$ cat src/rtl/alu_exec_unit.sv
// alu_exec_unit: registered EX-stage execution unit.
// Single-cycle ALU ops complete one cycle after acceptance; MUL is a
// 32-step iterative shift-add that holds busy_o high so the pipeline stalls.
module alu_exec_unit #(
    parameter int unsigned WIDTH     = 32,
    parameter int unsigned MUL_STEPS = 32
) (
    input  logic             clk_i,
    input  logic             rst_i,
    input  logic             start_i,
    input  logic [3:0]       ALUCtrl_i,
    input  logic [WIDTH-1:0] src1_i,
    input  logic [WIDTH-1:0] src2_i,
    input  logic [4:0]       shamt_i,
    output logic             busy_o,
    output logic             done_o,
    output logic [WIDTH-1:0] result_o,
    output logic             zero_o,
    output logic             overflow_o,
    output logic             illegal_o
);

    localparam int unsigned CW = (MUL_STEPS > 1) ? $clog2(MUL_STEPS) : 1;

    localparam logic [3:0] OP_AND  = 4'b0000;
    localparam logic [3:0] OP_OR   = 4'b0001;
    localparam logic [3:0] OP_ADD  = 4'b0010;
    localparam logic [3:0] OP_MUL  = 4'b0011;
    localparam logic [3:0] OP_LUI  = 4'b0100;
    localparam logic [3:0] OP_SLL  = 4'b0101;
    localparam logic [3:0] OP_SUB  = 4'b0110;
    localparam logic [3:0] OP_SLT  = 4'b0111;
    localparam logic [3:0] OP_SRLV = 4'b1111;

    typedef enum logic {
        S_IDLE = 1'b0,
        S_MUL  = 1'b1
    } state_t;

    state_t r_state;
    state_t w_state_nxt;

    logic [WIDTH-1:0] r_result;
    logic             r_zero;
    logic             r_overflow;
    logic             r_illegal;
    logic             r_done;

    logic [WIDTH-1:0] r_acc;
    logic [WIDTH-1:0] r_mcand;
    logic [WIDTH-1:0] r_mplier;
    logic [CW-1:0]    r_count;

    logic [WIDTH-1:0] w_alu_res;
    logic             w_alu_ovf;
    logic             w_alu_ill;
    logic             w_accept;
    logic             w_is_mul;
    logic             w_mul_last;
    logic [WIDTH-1:0] w_acc_next;

    assign w_accept   = (r_state == S_IDLE) && start_i;
    assign w_is_mul   = (ALUCtrl_i == OP_MUL);
    assign w_mul_last = (r_state == S_MUL) && (r_count == CW'(MUL_STEPS - 1));
    assign w_acc_next = r_acc + (r_mplier[0] ? r_mcand : '0);

    // Single-cycle ALU result and flags, decoded from the control code
    always_comb begin
        w_alu_res = '0;
        w_alu_ovf = 1'b0;
        w_alu_ill = 1'b0;
        case (ALUCtrl_i)
            OP_AND:  w_alu_res = src1_i & src2_i;
            OP_OR:   w_alu_res = src1_i | src2_i;
            OP_ADD: begin
                w_alu_res = src1_i + src2_i;
                w_alu_ovf = (src1_i[WIDTH-1] == src2_i[WIDTH-1]) &&
                            (w_alu_res[WIDTH-1] != src1_i[WIDTH-1]);
            end
            OP_SUB: begin
                w_alu_res = src1_i - src2_i;
                w_alu_ovf = (src1_i[WIDTH-1] != src2_i[WIDTH-1]) &&
                            (w_alu_res[WIDTH-1] != src1_i[WIDTH-1]);
            end
            OP_SLT:  w_alu_res[0] = ($signed(src1_i) < $signed(src2_i));
            OP_SLL:  w_alu_res = src2_i << shamt_i;
            OP_SRLV: w_alu_res = src2_i >> src1_i[4:0];
            OP_LUI:  w_alu_res = src2_i << 16;
            OP_MUL:  w_alu_res = '0;
            default: w_alu_ill = 1'b1;
        endcase
    end

    // State register
    always_ff @(posedge clk_i) begin
        if (rst_i) begin
            r_state <= S_IDLE;
        end else begin
            r_state <= w_state_nxt;
        end
    end

    // Next-state: enter MUL on an accepted multiply, leave after the last step
    always_comb begin
        w_state_nxt = r_state;
        case (r_state)
            S_IDLE: if (w_accept && w_is_mul) w_state_nxt = S_MUL;
            S_MUL:  if (w_mul_last)           w_state_nxt = S_IDLE;
            default: w_state_nxt = S_IDLE;
        endcase
    end

    // Datapath: result/flag registers and the shift-add multiplier
    always_ff @(posedge clk_i) begin
        if (rst_i) begin
            r_result   <= '0;
            r_zero     <= 1'b1;
            r_overflow <= 1'b0;
            r_illegal  <= 1'b0;
            r_done     <= 1'b0;
            r_acc      <= '0;
            r_mcand    <= '0;
            r_mplier   <= '0;
            r_count    <= '0;
        end else begin
            r_done <= 1'b0;
            if (w_accept && !w_is_mul) begin
                r_result   <= w_alu_res;
                r_zero     <= (w_alu_res == '0);
                r_overflow <= w_alu_ovf;
                r_illegal  <= w_alu_ill;
                r_done     <= 1'b1;
            end
            if (w_accept && w_is_mul) begin
                r_mcand  <= src1_i;
                r_mplier <= src2_i;
                r_acc    <= '0;
                r_count  <= '0;
            end
            if (r_state == S_MUL) begin
                r_acc    <= w_acc_next;
                r_mcand  <= r_mcand << 1;
                r_mplier <= r_mplier >> 1;
                r_count  <= r_count + CW'(1);
                // The final add is folded in here so the result is ready
                // on the same edge that leaves MUL.
                if (w_mul_last) begin
                    r_result   <= w_acc_next;
                    r_zero     <= (w_acc_next == '0);
                    r_overflow <= 1'b0;
                    r_illegal  <= 1'b0;
                    r_done     <= 1'b1;
                end
            end
        end
    end

    // Outputs: busy tracks the MUL state, the rest come straight from registers
    always_comb begin
        busy_o     = (r_state == S_MUL);
        done_o     = r_done;
        result_o   = r_result;
        zero_o     = r_zero;
        overflow_o = r_overflow;
        illegal_o  = r_illegal;
    end

endmodule
$ cat config.mk
export PLATFORM = sky130hd
export DESIGN_NAME = alu_exec_unit
export DESIGN_NICKNAME = d
export VERILOG_FILES = /design/src/rtl/alu_exec_unit.sv
export SDC_FILE = /design/constraint.sdc
export NUM_CORES = 1
export LEC_CHECK = 0
export CAP_MARGIN = 10
export CORE_MARGIN = 2
export CORE_UTILIZATION = 45
export CTS_CLUSTER_SIZE = 12
export DETAILED_ROUTE_END_ITERATION = 16
export PLACE_DENSITY = 0.7
export RECOVER_POWER = 25
export SETUP_SLACK_MARGIN = 0.02
export SLEW_MARGIN = 20
export SYNTH_ARGS = -nofsm -noshare
export SYNTH_HDL_FRONTEND = slang
export SYNTH_SLANG_ARGS = --single-unit
$ cat constraint.sdc
create_clock -name clk_i -period 7.56 [get_ports clk_i]
set_input_delay 1.512 -clock clk_i [delete_from_list [all_inputs] [get_ports clk_i]]
set_output_delay 1.512 -clock clk_i [all_outputs]
set_load 0.005 [all_outputs]
==> flow_metrics.tcl <==
set metrics [dict create \
    status "finished with violations" \
    violations "max-capacitance violations, max-slew violations" \
    grt.overflow.total 0 \
    power.leakage_nw 7.71 \
    gr-usage-all-layers 0.436 \
    endpoint "r_mplier[19]$_SDFFE_PP0P_" \
    critPathMaxFanout 49 \
    num_rows 71 \
    hpwl_mm 66.3 \
    cts.path.max_buffers 2 \
    cp-end-kind "flip-flop" \
    synthesis.nets 2530 \
    worst_r2r_startpoint "busy_o$_SDFF_PP0_" \
    wl_per_cell_um 30.5 \
    swShare 0.416 \
    die_h_um 199 \
    seq_area_sq_mm 0.00276 \
    cp_cell_sequence "dlygate4sd3_1 > and2_0 > buf_4 > and3_1 > clkbuf_1 > a22oi_1 > a21oi_1" \
    yosysTopAreaCellShare 0.162 \
    period_minus_slack_ns 6.90 \
    synthTopCellsByArea "dfxtp_1, ha_1, a21oi_1" \
    multiInputGateArea_sq_mm 0.0131 \
    io-pin-count 113 \
    synth_seq_cells 138 \
    critical-path-top-delay-family "buffers and inverters" \
    whs_ns 0.452 \
    setup_viol 0 \
    synth_top_area_cell "dfxtp_1" \
    cts_buffers 17 \
    path_clk_slew_ns 0.07 \
    synth_ff_type "dfxtp_1" \
    worst_pin_slew_ns 2.64 \
    max_freq_mhz 145 \
    internal_power_mw 1.52 \
    h-tree-depth 4 \
    area_growth_pct 12.4 \
    cp-startpoint "ALUCtrl_i[1]" \
    cts.sinks 138 \
    routed_via_density 6.95 \
    cts_tree "built" \
    rsz0062_at_grt "no" \
    cpPeakStageDelay_ns 1.95 \
    worstSetupPathType "input port to flip-flop" \
    drc 0 \
    yosys_warnings 0 \
    clockRootBuffer "clkbuf_16" \
    synth_area_sq_mm 0.0171 \
    hold_class "flip-flop to flip-flop" \
    die-width_um 199 \
    finalClockSkew_ns 0.0127 \
    drtAntennaViolNets 0 \
    cp.arrival_ns 7.31 \
    globalplace.congestion 1.08 \
    layout_commonest_cell "nand2_1" \
    post_cts_resized 0 \
    vias 19700 \
    slowest_stage "clkbuf_1" \
    antenna_found_initial 7 \
    synthDistinctLibCells 81 \
    setup.worst_path.start_class "input port" \
    rrSetupSlack_ns 1.53 \
    die-area_sq_mm 0.0395 \
    cts_setup_buffers 0 \
    comb_power_share 0.378 \
    hold_viol 0 \
    ir_drop_mv 0.172 \
    fin_crit_sh 0.913 \
    nNetsFinal 2532 \
    first_pass_iters 8 \
    grt_max_degree 71 \
    r2r-end "r_mplier[19]$_SDFFE_PP0P_" \
    clk_latency_ns 0.49 \
    p_sw_mw 1.08 \
    final_max_slew_viol_count 170 \
    power_frac_seq 0.292 \
    portBuffers 112 \
    cp.buffers_inverters 3 \
    layout_common_cells "nand2_1, a21oi_1, nor2_1, ha_1, dfxtp_1" \
    synthCells 2310 \
    grt_first_pass_wirelength_mm 125 \
    cp.required_ns 7.97 \
    num-fill-cells 3749 \
    wirelength_mm 86.7 \
    slew-limit-headroom -0.759 \
    cp.depth 7 \
    synth_edf_count 0 \
    power.share.clock 0.330 \
    first_global_vias 18200 \
    initial_utilization 0.455 \
    coreArea_sq_mm 0.0375 \
    r2r_cells 5 \
    postCtsHoldBufs 0 \
    avgSynthCellArea_sq_um 7.38 \
    async_reset_ff_frac 0 \
    drt_iter0_drc 2446 \
    tns_ns 0 \
    yosysSeqAreaShare 0.162 \
    drive_above_1_share 0.0925 \
    p_per_area_mw_per_mm2 136 \
    drv_cap 4 \
]
## Yosys cell counts, drive strengths merged (9+ instances only)
library cell,number
a22oi,108
or3,11
nand4,28
a2111oi,10
o31ai,14
nand2b,18
o21a,16
a211oi,30
a221o,10
mux4,48
and2,49
nand3,46
clkbuf,158
mux2,22
ha,141
a211o,13
a311oi,9
or2,9
nor4,22
o22ai,23
a21oi,234
o221ai,12
a221oi,25
nor2b,21
buf,39
inv,127
and3,15
a31oi,25
nand2,242
xnor2,25
nor3b,23
dfxtp,138
o21ai,94
nor3,41
o21bai,13
o211ai,36
nor2,184
a21o,24
mux2i,85
## cells by family after synthesis
kind of cell	Yosys count	share of synthesized area
muxes	155	0.128
xor gates and xnor gates	33	0.0169
and+or+nand+nor	748	0.213
adders and majority gates	144	0.107
buffers and inverters	325	0.0724
DFF	138	0.162
AOI/OAI and AO/OA	767	0.301
## per-layer routing
metal / vias up / GRT usage / share of wire
met5: - / 0 / 0.00039
met4: 6 / 0.254 / 0.065
met3: 282 / 0.101 / 0.11
met2: 1300 / 0.672 / 0.44
met1: 9554 / 0.559 / 0.39
li1: 8592 / - / -
## state kept, by name, summed over array words and instances, names as in the netlist
signal,cells
busy_o,1
done_o,1
illegal_o,1
overflow_o,1
r_acc,32
r_count,5
r_mcand,32
r_mplier,32
result_o,32
zero_o,1
## how the worst min path moves through the flow
stage	from	to	slack [ns]	cells past startpoint
5_1_grt	r_mplier[12]$_SDFFE_PP0P_	r_mplier[12]$_SDFFE_PP0P_	0.48	2
4_1_cts	result_o[29]$_SDFF_PP0_	result_o[29]$_SDFF_PP0_	0.46	2
3_5_place_dp	r_mplier[27]$_SDFFE_PP0P_	r_mplier[27]$_SDFFE_PP0P_	0.45	2
6_report	result_o[29]$_SDFF_PP0_	result_o[29]$_SDFF_PP0_	0.45	2
2_1_floorplan	r_acc[26]$_SDFFE_PP0P_	r_acc[26]$_SDFFE_PP0P_	0.44	2
3_3_place_gp	result_o[29]$_SDFF_PP0_	result_o[29]$_SDFF_PP0_	0.44	2
## worst reg2reg max path, stage by stage (launching register included)
cell and delay [ns]:
dfxtp_1 1.17, nor2b_1 0.61, and3_1 1.39, clkbuf_1 1.96, a22oi_1 0.55, a21oi_1 0.27
## final cells by class
| cell class | count | share of cell area |
|---|---|---|
| Antenna cell | 4 | 0.000522 |
| Timing Repair Buffer | 180 | 0.0832 |
| Inverter | 128 | 0.0251 |
| Tap cell | 511 | 0.0333 |
| Clock buffer | 17 | 0.0222 |
| Sequential cell | 138 | 0.144 |
| Multi-Input combinational cell | 1847 | 0.684 |
| Clock inverter | 15 | 0.00790 |
## power groups by stage
| stage | clock network [mW] | registers (mW) | logic, mW |
|---|---|---|---|
| 2_1_floorplan | 0 | 0.770 | 0.557 |
| 3_3_place_gp | 0 | 0.775 | 0.943 |
| 3_5_place_dp | 0 | 0.775 | 0.941 |
| 4_1_cts | 0.872 | 0.759 | 0.947 |
| 5_1_grt | 0.888 | 0.760 | 1.03 |
| 6_report | 0.857 | 0.759 | 0.983 |
## through the flow
step | utilization | worst slack (ns) | area, sq um | total power [mW] | std cells
detailed placement | 0.496 | 0.928 | 18600 | 1.72 | 2804
floorplan | - | 1.69 | 17100 | 1.33 | 2310
CTS | 0.512 | 1.42 | 19200 | 2.58 | 2836
global route | 0.511 | 0.576 | 19200 | 2.67 | 2836
global placement | 0.496 | 1.01 | 18600 | 1.72 | 2804
finish | 0.511 | 0.661 | 19200 | 2.60 | 2840
Power figures use the tool's default switching activity.
